==> config.mk <==
export PLATFORM = sky130hd
export DESIGN_NAME = mem_port_arbiter
export DESIGN_NICKNAME = d
export VERILOG_FILES = /design/src/rtl/mem_port_arbiter.sv
export SDC_FILE = /design/constraint.sdc
export NUM_CORES = 1
export LEC_CHECK = 0
export CAP_MARGIN = 40
export CELL_PAD_IN_SITES_DETAIL_PLACEMENT = 1
export CELL_PAD_IN_SITES_GLOBAL_PLACEMENT = 1
export CORE_ASPECT_RATIO = 0.5
export CORE_MARGIN = 5
export CORE_UTILIZATION = 30
export DETAILED_ROUTE_END_ITERATION = 6
export PLACE_DENSITY = 0.8
export SYNTH_ARGS = -nofsm -noshare
export SYNTH_HDL_FRONTEND = slang
export SYNTH_SLANG_ARGS = --single-unit
==> constraint.sdc <==
create_clock -name clk -period 2 [get_ports clk]
set_clock_uncertainty 0.2 [all_clocks]
set_input_delay 0.4 -clock clk [delete_from_list [all_inputs] [get_ports clk]]
set_output_delay 0.4 -clock clk [all_outputs]
set_load 0.05 [all_outputs]
==> src/rtl/mem_port_arbiter.sv <==
// mem_port_arbiter
//   Shares one single-ported, fixed-latency memory between the CPU's
//   instruction-fetch side (I) and load/store side (D). One access is in
//   flight at a time. The granted access drives the memory for LATENCY
//   cycles, then a one-cycle ready pulse returns the result. Ties alternate
//   round-robin, so neither side can starve.
//
// Ports
//   clk, reset_n          clock, synchronous active-low reset
//   i_req/i_addr          fetch request (held until i_ready)
//   i_rdata/i_ready       fetched word (held) and completion pulse
//   d_req/d_we/d_addr/
//   d_wdata               load/store request (held until d_ready)
//   d_rdata/d_ready       load data (held) and completion pulse
//   mem_read/mem_write/
//   mem_addr/mem_wdata    memory command, driven from latched copies
//   mem_rdata             memory read data, valid in the last ACCESS cycle
//   busy                  high whenever the arbiter is not IDLE
module mem_port_arbiter #(
  parameter int WORD    = 16,
  parameter int LATENCY = 2
) (
  input  logic            clk,
  input  logic            reset_n,
  input  logic            i_req,
  input  logic [WORD-1:0] i_addr,
  output logic [WORD-1:0] i_rdata,
  output logic            i_ready,
  input  logic            d_req,
  input  logic            d_we,
  input  logic [WORD-1:0] d_addr,
  input  logic [WORD-1:0] d_wdata,
  output logic [WORD-1:0] d_rdata,
  output logic            d_ready,
  output logic            mem_read,
  output logic            mem_write,
  output logic [WORD-1:0] mem_addr,
  output logic [WORD-1:0] mem_wdata,
  input  logic [WORD-1:0] mem_rdata,
  output logic            busy
);

  localparam int            CW       = (LATENCY > 1) ? $clog2(LATENCY) : 1;
  localparam logic [CW-1:0] CNT_INIT = CW'(LATENCY - 1);

  typedef enum logic [1:0] {IDLE, ACCESS, DONE} state_t;

  state_t          state_q, state_d;
  logic [CW-1:0]   cnt_q, cnt_d;
  logic            last_grant_q, last_grant_d;  // 1 = D served last
  logic            gnt_q, gnt_d;                // 1 = D owns the access
  logic            we_q, we_d;
  logic [WORD-1:0] mem_addr_q, mem_addr_d;
  logic [WORD-1:0] mem_wdata_q, mem_wdata_d;
  logic            mem_read_q, mem_read_d;
  logic            mem_write_q, mem_write_d;
  logic            i_ready_q, i_ready_d;
  logic            d_ready_q, d_ready_d;
  logic [WORD-1:0] i_rdata_q, i_rdata_d;
  logic [WORD-1:0] d_rdata_q, d_rdata_d;
  logic            busy_q, busy_d;
  logic            sel;

  always_comb begin
    state_d      = state_q;
    cnt_d        = cnt_q;
    last_grant_d = last_grant_q;
    gnt_d        = gnt_q;
    we_d         = we_q;
    mem_addr_d   = mem_addr_q;
    mem_wdata_d  = mem_wdata_q;
    mem_read_d   = mem_read_q;
    mem_write_d  = mem_write_q;
    i_rdata_d    = i_rdata_q;
    d_rdata_d    = d_rdata_q;
    busy_d       = busy_q;
    i_ready_d    = 1'b0;
    d_ready_d    = 1'b0;
    // On a tie the side that did not win last time goes first.
    sel          = (i_req && d_req) ? ~last_grant_q : d_req;

    case (state_q)
      IDLE: begin
        if (i_req || d_req) begin
          state_d      = ACCESS;
          cnt_d        = CNT_INIT;
          last_grant_d = sel;
          gnt_d        = sel;
          we_d         = sel & d_we;
          mem_addr_d   = sel ? d_addr : i_addr;
          mem_wdata_d  = d_wdata;
          // Strobes are registered here so they appear in the first ACCESS cycle.
          mem_read_d   = ~(sel & d_we);
          mem_write_d  = sel & d_we;
          busy_d       = 1'b1;
        end
      end
      ACCESS: begin
        if (cnt_q == '0) begin
          state_d     = DONE;
          mem_read_d  = 1'b0;
          mem_write_d = 1'b0;
          if (gnt_q) begin
            d_ready_d = 1'b1;
            if (!we_q) d_rdata_d = mem_rdata;
          end else begin
            i_ready_d = 1'b1;
            i_rdata_d = mem_rdata;
          end
        end else begin
          cnt_d = cnt_q - CW'(1);
        end
      end
      DONE: begin
        state_d = IDLE;
        busy_d  = 1'b0;
      end
      default: begin
        state_d = IDLE;
        busy_d  = 1'b0;
      end
    endcase
  end

  // Reset abandons any access in flight: strobes and ready drop at once.
  always_ff @(posedge clk) begin
    if (!reset_n) begin
      state_q      <= IDLE;
      cnt_q        <= '0;
      last_grant_q <= 1'b0;
      gnt_q        <= 1'b0;
      we_q         <= 1'b0;
      mem_addr_q   <= '0;
      mem_wdata_q  <= '0;
      mem_read_q   <= 1'b0;
      mem_write_q  <= 1'b0;
      i_ready_q    <= 1'b0;
      d_ready_q    <= 1'b0;
      i_rdata_q    <= '0;
      d_rdata_q    <= '0;
      busy_q       <= 1'b0;
    end else begin
      state_q      <= state_d;
      cnt_q        <= cnt_d;
      last_grant_q <= last_grant_d;
      gnt_q        <= gnt_d;
      we_q         <= we_d;
      mem_addr_q   <= mem_addr_d;
      mem_wdata_q  <= mem_wdata_d;
      mem_read_q   <= mem_read_d;
      mem_write_q  <= mem_write_d;
      i_ready_q    <= i_ready_d;
      d_ready_q    <= d_ready_d;
      i_rdata_q    <= i_rdata_d;
      d_rdata_q    <= d_rdata_d;
      busy_q       <= busy_d;
    end
  end

  assign i_rdata   = i_rdata_q;
  assign i_ready   = i_ready_q;
  assign d_rdata   = d_rdata_q;
  assign d_ready   = d_ready_q;
  assign mem_read  = mem_read_q;
  assign mem_write = mem_write_q;
  assign mem_addr  = mem_addr_q;
  assign mem_wdata = mem_wdata_q;
  assign busy      = busy_q;

endmodule

==> results of run 1 <==
## layer usage
metal | vias up | track usage | wire (um) | part of all wire
li1 | 1376 | - | - | -
met1 | 1288 | 0.173 | 3930 | 0.42
met2 | 60 | 0.266 | 4800 | 0.51
met3 | 9 | 0.0507 | 519 | 0.056
met4 | 0 | 0.0479 | 89 | 0.0095
met5 | - | 0 | 0 | 0
## sequential cells by signal, indices dropped and copies added (netlist names), 2 cells and up
register and flops:
mem_addr 16, mem_wdata 16, state_q 2, i_rdata 16
d_rdata 16
## cell families (layout without fill, tap and decap cells)
family                 count (synthesis)  after routing  share of synthesized area
buffers and inverters                 31            172                     0.0644
flip-flops                            74             74                      0.498
AO/OA/AOI/OAI                         93             93                      0.199
AND/OR/NAND/NOR                       79             79                      0.130
multiplexers                          32             32                      0.108
## synth_stat cells (2+ instances only)
cell       n
nand3_1   30
o21ai_0   18
nand3b_1   2
dfxtp_1   74
buf_2     10
nand2_1   35
mux2i_1   32
and2_1     2
buf_6      3
a21oi_1   36
clkbuf_1  11
a211oi_1  16
nand3_2    3
nor2_1     2
o21ai_2   16
buf_4      2
buf_12     2
## cell type report
class                      count  area, sq um
fill                        1086         4910
sequential                    74         1480
timing repair buffer         154         1370
multi-input combinational    204         1310
clock buffer                  14          264
tap                          135          169
clock inverter                 2         35.0
inverter                       2         7.51
## critical path, stage by stage
cell and delay [ns]:
clkdlybuf4s50_1 0.51, buf_4 0.13, o21ba_2 0.21, buf_4 0.20, a21oi_1 0.09, a211oi_1 0.25
## final timing paths
kind / from / end / slack, ns
max: i_req / mem_addr[9]$_SDFFE_PN0P_ / 0.24
min: i_rdata[6]$_SDFFE_PN0P_ / i_rdata[6]$_SDFFE_PN0P_ / 0.26
max reg2reg: state_q[0]$_SDFFE_PN0P_ / i_rdata[1]$_SDFFE_PN0P_ / 0.25
min reg2reg: i_rdata[6]$_SDFFE_PN0P_ / i_rdata[6]$_SDFFE_PN0P_ / 0.26
## per-stage QoR
stage / setup WS (ns) / setup TNS (ns) / cells
finish: 0.238 / 0 / 585
global route: 0.164 / 0 / 585
CTS: 0.229 / 0 / 585
detailed placement: -0.0499 / -0.397 / 569
global placement: -0.343 / -5.47 / 568
floorplan: 0.416 / 0 / 309
## power by group
group | total [mW] | internal [mW] | switching, mW
Sequential | 1.66 | 1.59 | 0.0679
Combinational | 1.11 | 0.419 | 0.696
Clock | 1.62 | 1.03 | 0.588
Total | 4.39 | 3.04 | 1.35
==> out/results.txt, run 1 <==
Most frequent cells in the layout -> 82 x buf_4, 74 x dfxtp_1, 67 x clkdlybuf4s50_1, 36 x a21oi_1, 35 x nand2_1
Postcts setup bufs -> 0
Most common cell after layout, fill and taps aside -> buf_4
Peak supply drop -> 0.000450 V
Max-slew violation count -> 0
Number of max-cap violations -> 0
Via count -> 2733
CTS H-tree lvls -> 3
ANT cells -> 0
Syn_nets -> 378
Sequential fraction of the synthesis area -> 0.498
Ranking of synthesized cells by area -> dfxtp_1 50%, mux2i_1 11%, a21oi_1 6.1%
Die height -> 80.4 um
DIE WIDTH -> 151 um
CTS tree -> done
Hold Path Stages -> 2
DIE AREA -> 0.0121 sq mm
Final Critical Period -> 1.76 ns
Worst R2R Path Depth -> 4
Tcrit/Tclk final -> 0.881
Share of cells above drive strength 1 -> 0.278
RSZ-0062 raised after global routing -> no
Yosys synthesis warning count -> 0
# DRC -> 0
Pin count of the biggest net entering global routing -> 40
CTS root buffer -> clkbuf_16
Async SR Flop Fraction -> 0
Fmax -> 568 MHz
Crit path max fanout -> 9
# port buffers -> 137
Crit. End Element -> flip-flop
Count of cell types in the netlist -> 32
Initial antenna violation count -> 0
Vias in the first global route -> 2840
Synth Register Bits -> 74
Final nets -> 514
Area after DPL -> 0.00433 sq mm
Synth top area share -> 0.498
Top FF cell, synth -> dfxtp_1
Post-DRT Antenna Nets -> 0
Worst Hold Margin -> 0.258 ns
Initial DRC Count -> 120
Hold WC Path Type -> flip-flop to flip-flop
Drt first pass iters -> 4
DRT Wirelength -> 9350 um
LEAKAGE -> 2.02 nW
CORE AREA -> 0.00954 sq mm
Final setup vio count -> 0
Worst-skew pair later-pin latency -> 0.33 ns
Clock sinks -> 74
First-pass GRT wire length -> 14400 um
Placer congestion estimate -> 0.722
Leading area contributor after synthesis -> dfxtp_1
Routed len/inst -> 16.0 um
Startpoint type of the worst setup path -> primary input
CTS Buf Count -> 9
Initial Util -> 0.312
CTS max path bufs -> 2
EDFF count, synth -> 0
Fin util -> 0.486
PD cells -> 948 mW/mm^2
CTS clock-pin slew for the worst setup and hold paths -> 0.06 ns
Final hold vios -> 0
Synthesis-to-finish area growth -> 55.8%
Total GRT Usage -> 0.151
Post-Synthesis Cells -> 309
Mean Syn Cell Area -> 9.62 sq um
Slew margin rel. -> 0.755
CP required -> 2.04 ns
Cts hold-fix bufs -> 0
Io pins -> 138
CTS resizes -> 0
Status -> completed
Vias per cell -> 4.67
Power after layout -> 4.39 mW
Rows -> 25
Post-DP HPWL -> 6830 um
Worst Tran Pin Value -> 0.367 ns
Worst Path Arrival -> 1.80 ns
Mapped Area -> 0.00297 sq mm
Setup Crit Path Kind -> primary input to flip-flop
Final instance area -> 0.00463 sq mm
GR Overflow Total -> 0
No activity file was read; power rests on OpenSTA's default activity.
==> inputs of run 2 (changes only) <==
--- a/config.mk
+++ b/config.mk
@@ -13,6 +13,7 @@
 export CORE_UTILIZATION = 30
 export DETAILED_ROUTE_END_ITERATION = 6
 export PLACE_DENSITY = 0.8
+export RECOVER_POWER = 50
 export SYNTH_ARGS = -nofsm -noshare
 export SYNTH_HDL_FRONTEND = slang
 export SYNTH_SLANG_ARGS = --single-unit
==> run 2 against run 1 <==
  * Setup slack lost 0.084 ns
  * Register-to-register slack barely moved
  * Critical path type unchanged
  * Sequential power hardly changed
  * Via count increased by 0.70%
  * Clock-buffer cell count unchanged
  * Cell count unchanged
  * Die area did not move
  * Critical endpoint unchanged
  * First-iteration DRC count up 7.5%
  * Non-clock buffer count stayed put
  * Global-route usage did not move
==> out/results.txt, run 2 (synthesis gave the netlist of run 1 again) <==
Vias per cell -> 4.70 (+0.70%)
Max-slew violation count -> 0 (unchanged)
Area after DPL -> 0.00433 sq mm (unchanged)
CP required -> 2.03 ns (about the same)
DR top layer -> met4
Most used cell, CP -> buf_4
Synthesis-to-finish area growth -> 47.3%
Cells after DPL -> 569 (unchanged)
Worst-skew pair later-pin latency -> 0.33 ns (about the same)
DIE AREA -> 0.0121 sq mm (unchanged)
Final setup vio count -> 0 (unchanged)
CTS tree -> done
Routed wl met3 -> 469 um (-9.6%)
Peak supply drop -> 0.000448 V (-0.54%)
Clock sinks -> 74 (unchanged)
CTS resizes -> 0 (unchanged)
Final Critical Period -> 1.85 ns (+0.0839 ns)
Worst Tran Pin Value -> 0.652 ns (+0.284 ns)
Via count -> 2752 (+0.70%)
Critical Path Max Stage Delay -> 0.58 ns (+0.07 ns)
Most common cell after layout, fill and taps aside -> dfxtp_1
# DRC -> 0 (unchanged)
Die height -> 80.4 um (unchanged)
Hold WC Path Type -> flip-flop to flip-flop
DIE WIDTH -> 151 um (unchanged)
Routed met2 length -> 4770 um (-0.79%)
ANT cells -> 0 (unchanged)
CTS Buf Count -> 9 (unchanged)
Rows -> 25 (unchanged)
Initial antenna violation count -> 0 (unchanged)
Io pins -> 138 (unchanged)
PD cells -> 983 mW/mm^2 (+3.7%)
Final Non-Filler Cells -> 585 (unchanged)
RSZ-0062 raised after global routing -> no
Fmax -> 542 MHz (-4.5%)
Routed len/inst -> 16.0 um (about the same)
Filler instances -> 1123 (+3.4%)
Crit. End Element -> flip-flop
# port buffers -> 137 (unchanged)
Tcrit/Tclk final -> 0.923 (+0.0419)
Final instance area -> 0.00438 sq mm (-5.4%)
Crit path cell chain -> dlygate4sd3_1, buf_4, o21ba_2, buf_4, a21oi_1, a211oi_1
Setup TNS -> 0 ns (unchanged)
Crit path max fanout -> 9 (unchanged)
Final hold vios -> 0 (unchanged)
Initial Util -> 0.312 (unchanged)
Total GRT Usage -> 0.151 (unchanged)
DRT Wirelength -> 9340 um (about the same)
Drt first pass iters -> 4 (unchanged)
Status -> completed
Post-DP HPWL -> 6830 um (unchanged)
CTS root buffer -> clkbuf_16
Startpoint type of the worst setup path -> primary input
Share of cells above drive strength 1 -> 0.129 (-0.149)
Setup Crit Path Kind -> primary input to flip-flop
CTS clock-pin slew for the worst setup and hold paths -> 0.06 ns (about the same)
CTS max path bufs -> 2 (unchanged)
Worst Path Arrival -> 1.88 ns (+0.08 ns)
Postcts setup bufs -> 0 (unchanged)
Met1 wire length -> 3980 um (+1.2%)
Slowest cell on the critical path -> dlygate4sd3_1
Post-DRT Antenna Nets -> 0 (unchanged)
CORE AREA -> 0.00954 sq mm (unchanged)
Placer congestion estimate -> 0.722 (unchanged)
Cts hold-fix bufs -> 0 (unchanged)
Final nets -> 514 (unchanged)
GR Overflow Total -> 0 (unchanged)
Vias in the first global route -> 2840 (unchanged)
Pin count of the biggest net entering global routing -> 40 (unchanged)
CTS H-tree lvls -> 3 (unchanged)
Slew margin rel. -> 0.567 (-0.187)
Number of max-cap violations -> 0 (unchanged)
Most frequent cells in the layout -> 74 x dfxtp_1, 70 x clkbuf_1, 66 x clkdlybuf4s50_1, 36 x a21oi_1, 35 x nand2_1
First-pass GRT wire length -> 14400 um (unchanged)
Initial DRC Count -> 129 (+7.5%)
LEAKAGE -> 1.75 nW (-14%)
## run 2: changes by cell type in the layout (fill, tap and decap cells not counted)
cell             change
buf_4               -67
clkbuf_1            +67
clkdlybuf4s50_1      -1
dlygate4sd3_1        +1
## run 2: area by class of cell
type / instances / area, sq um / share of cell area
Sequential cell: 74 / 1480 / 0.338
Multi-Input combinational cell: 204 / 1310 / 0.298
Timing Repair Buffer: 154 / 1120 / 0.256
Clock buffer: 14 / 264 / 0.0603
Tap cell: 135 / 169 / 0.0385
Clock inverter: 2 / 35.0 / 0.00800
Inverter: 2 / 7.51 / 0.00171
## run 2: per-layer routing
layer / global-route usage / vias up
met2: 0.266 / 59
li1: - / 1377
met4: 0.0479 / 0
met1: 0.173 / 1301
met5: 0 / -
met3: 0.0507 / 15
## run 2: final timing paths
check | start | slack, ns | to | cells after the start
worst max-delay path | i_req | 0.15 | mem_addr[9]$_SDFFE_PN0P_ | 6
worst min-delay path | i_rdata[6]$_SDFFE_PN0P_ | 0.26 | i_rdata[6]$_SDFFE_PN0P_ | 2
worst max register to register | state_q[0]$_SDFFE_PN0P_ | 0.26 | i_rdata[1]$_SDFFE_PN0P_ | 4
worst min register to register | i_rdata[6]$_SDFFE_PN0P_ | 0.26 | i_rdata[6]$_SDFFE_PN0P_ | 2
## run 2: where the power goes
part / internal [mW] / switching, mW
Clock: 1.03 / 0.591
Sequential: 1.59 / 0.0655
Combinational: 0.332 / 0.695
## run 2: worst max-delay path, delay by kind of cell
family / cells / cell delay (ns)
buffers and inverters: 3 / 0.92
AOI/OAI and AO/OA: 3 / 0.56
## run 2: stage by stage
step | hold slack, ns | power, mW | util | worst slack, ns
floorplan | 0.248 | 2.39 | - | 0.416
CTS | 0.260 | 4.45 | 0.486 | 0.229
global route | 0.278 | 4.50 | 0.459 | 0.0851
global placement | 0.248 | 2.79 | 0.454 | -0.343
finish | 0.256 | 4.31 | 0.459 | 0.154
detailed placement | 0.249 | 2.81 | 0.454 | -0.0499
==> inputs of run 3 (changes only) <==
--- a/config.mk
+++ b/config.mk
@@ -5,12 +5,13 @@
 export SDC_FILE = /design/constraint.sdc
 export NUM_CORES = 1
 export LEC_CHECK = 0
-export CAP_MARGIN = 40
+export CAP_MARGIN = 20
 export CELL_PAD_IN_SITES_DETAIL_PLACEMENT = 1
 export CELL_PAD_IN_SITES_GLOBAL_PLACEMENT = 1
 export CORE_ASPECT_RATIO = 0.5
 export CORE_MARGIN = 5
 export CORE_UTILIZATION = 30
+export CTS_CLUSTER_DIAMETER = 120
 export DETAILED_ROUTE_END_ITERATION = 6
 export PLACE_DENSITY = 0.8
 export RECOVER_POWER = 50
==> run 3 against run 2 <==
  * Cell count down 0.17%
  * Maximum frequency decreased by 0.49%
  * Clock-buffer cell count unchanged
  * Setup slack got worse by 0.0091 ns
  * Design area decreased by 0.20%
  * Power barely moved
  * Combinational power hardly changed
  * Sequential cell count unchanged
  * Wire length up 2.0%
  * Clock power hardly changed
  * Sequential share of layout area up 0.068 points
  * Largest power group unchanged
==> out/results.txt, run 3 (synthesis gave the netlist of run 1 again) <==
Sw power -> 1.35 mW (+0.14%)
Sw frac -> 0.315 (+0.000676)
Seq pwr share -> 0.385 (about the same)
Initial DRC Count -> 112 (-13%)
Final setup vio count -> 0 (unchanged)
Final hold vios -> 0 (unchanged)
First-pass GRT wire length -> 14500 um (+0.63%)
Routed wl met3 -> 498 um (+6.2%)
Die height -> 80.4 um (unchanged)
Worst Hold Launch -> d_rdata[6]$_SDFFE_PN0P_
Total GRT Usage -> 0.151 (about the same)
Setup Crit Path Kind -> primary input to flip-flop
Initial antenna violation count -> 0 (unchanged)
Via count -> 2763 (+0.40%)
Routed len/inst -> 16.3 um (+2.2%)
Share of cells above drive strength 1 -> 0.125 (-0.00417)
CTS root buffer -> clkbuf_16
Fmax -> 539 MHz (-0.49%)
CTS max path bufs -> 2 (unchanged)
Drt first pass iters -> 4 (unchanged)
Synthesis-to-finish area growth -> 47.0%
CTS H-tree lvls -> 3 (unchanged)
Routed met2 length -> 5010 um (+5.1%)
Number of max-cap violations -> 0 (unchanged)
Final nets -> 513 (-0.19%)
DRT Wirelength -> 9530 um (+2.0%)
Slew margin rel. -> 0.540 (-0.0271)
Combinational Power Share -> 0.238 (about the same)
Tcrit/Tclk final -> 0.927 (+0.00455)
GR Overflow Total -> 0 (unchanged)
Rows -> 25 (unchanged)
DIE WIDTH -> 151 um (unchanged)
Area after DPL -> 0.00433 sq mm (-0.17%)
Final Critical Period -> 1.85 ns (+0.00910 ns)
Vias in the first global route -> 2909 (+2.4%)
Internal -> 2.95 mW (-0.17%)
Initial Util -> 0.312 (unchanged)
Most frequent cells in the layout -> 74 x dfxtp_1, 71 x clkbuf_1, 67 x clkdlybuf4s50_1, 36 x a21oi_1, 35 x nand2_1
Post-DP HPWL -> 6840 um (+0.11%)
CTS tree -> done
RSZ-0062 raised after global routing -> no
Clock Power Share -> 0.377 (about the same)
Setup crit start -> i_req
CP required -> 2.05 ns (+0.02 ns)
Most common cell after layout, fill and taps aside -> dfxtp_1
CORE AREA -> 0.00954 sq mm (unchanged)
CTS Buf Count -> 9 (unchanged)
Worst Path Arrival -> 1.91 ns (+0.03 ns)
Status -> completed
Area of the multi-input gates -> 0.00131 sq mm (+0.19%)
ANT cells -> 0 (unchanged)
Crit. End Element -> flip-flop
Placer congestion estimate -> 0.722 (unchanged)
DIE AREA -> 0.0121 sq mm (unchanged)
Filler instances -> 1133 (+0.89%)
Startpoint type of the worst setup path -> primary input
Worst-skew pair later-pin latency -> 0.33 ns (about the same)
Peak supply drop -> 0.000460 V (+2.7%)
R2R Path Start -> state_q[0]$_SDFFE_PN0P_
PD cells -> 984 mW/mm^2 (+0.13%)
Clock sinks -> 74 (unchanged)
Crit path max fanout -> 9 (unchanged)
Vias per cell -> 4.73 (+0.57%)
# DRC -> 0 (unchanged)
Max-slew violation count -> 0 (unchanged)
Io pins -> 138 (unchanged)
FF/Latch Area -> 0.00148 sq mm (unchanged)
Met1 wire length -> 3950 um (-0.75%)
Hold WC Path Type -> flip-flop to flip-flop
Fin util -> 0.458 (-0.000918)
# port buffers -> 137 (unchanged)
Worst Tran Pin Value -> 0.689 ns (+0.0371 ns)
Post-DRT Antenna Nets -> 0 (unchanged)
LEAKAGE -> 1.74 nW (-0.36%)
Final instance area -> 0.00437 sq mm (-0.20%)
CTS clock-pin slew for the worst setup and hold paths -> 0.06 ns (about the same)
Pin count of the biggest net entering global routing -> 40 (unchanged)
Power after layout -> 4.30 mW (about the same)
Cts hold-fix bufs -> 0 (unchanged)
DR top layer -> met4
[run 3: changes by cell type in the layout (fill, tap and decap cells not counted), sizes merged]
cell,change
buf,-2
clkbuf,+1
clkdlybuf4s50,+1
dlygate4sd3,-1
[run 3: stage by stage]
step / hold WS (ns) / setup slack (ns) / setup TNS, ns / cells
2_1_floorplan: 0.248 / 0.416 / 0 / 309
3_3_place_gp: 0.248 / -0.343 / -5.47 / 568
3_5_place_dp: 0.255 / -0.435 / -6.49 / 568
4_1_cts: 0.263 / 0.224 / 0 / 584
5_1_grt: 0.278 / 0.0860 / 0 / 584
6_report: 0.257 / 0.145 / 0 / 584
[run 3: final timing paths]
path | to | slack, ns | depth (start not counted)
worst max-delay path | mem_write$_SDFFE_PN0P_ | 0.15 | 6
worst min register to register | d_rdata[6]$_SDFFE_PN0P_ | 0.26 | 2
worst max register to register | i_rdata[3]$_SDFFE_PN0P_ | 0.26 | 4
worst min-delay path | d_rdata[6]$_SDFFE_PN0P_ | 0.26 | 2
[run 3: final cells by class]
type                            count  area share
Clock buffer                       14      0.0604
Clock inverter                      2     0.00801
Inverter                            2     0.00172
Multi-Input combinational cell    204       0.299
Sequential cell                    74       0.339
Tap cell                          135      0.0386
Timing Repair Buffer              153       0.254
[run 3: timing repair]
item	4_1_cts	5_1_grt
setup endpoints to repair	16	0
setup buffers	0	0
gates resized for setup	1	0
[run 3: metal layers]
metal / vias to the layer above / global-route usage
li1: 1375 / -
met5: - / 0
met2: 62 / 0.284
met4: 0 / 0.0434
met3: 6 / 0.0423
met1: 1320 / 0.167
[run 3: power by group through the flow]
stage               clock, mW  combinational (mW)  sequential [mW]
floorplan                   0               0.346             2.04
finish                   1.62                1.03             1.66
global route             1.72                1.09             1.67
CTS                      1.66                1.13             1.66
detailed placement          0                1.12             1.69
global placement            0                1.10             1.69
[run 3: worst max-delay path: stages]
cell             delay (ns)
clkdlybuf4s50_1        0.51
buf_4                  0.14
o21ba_1                0.25
buf_4                  0.22
nand4_1                0.18
o22ai_1                0.20
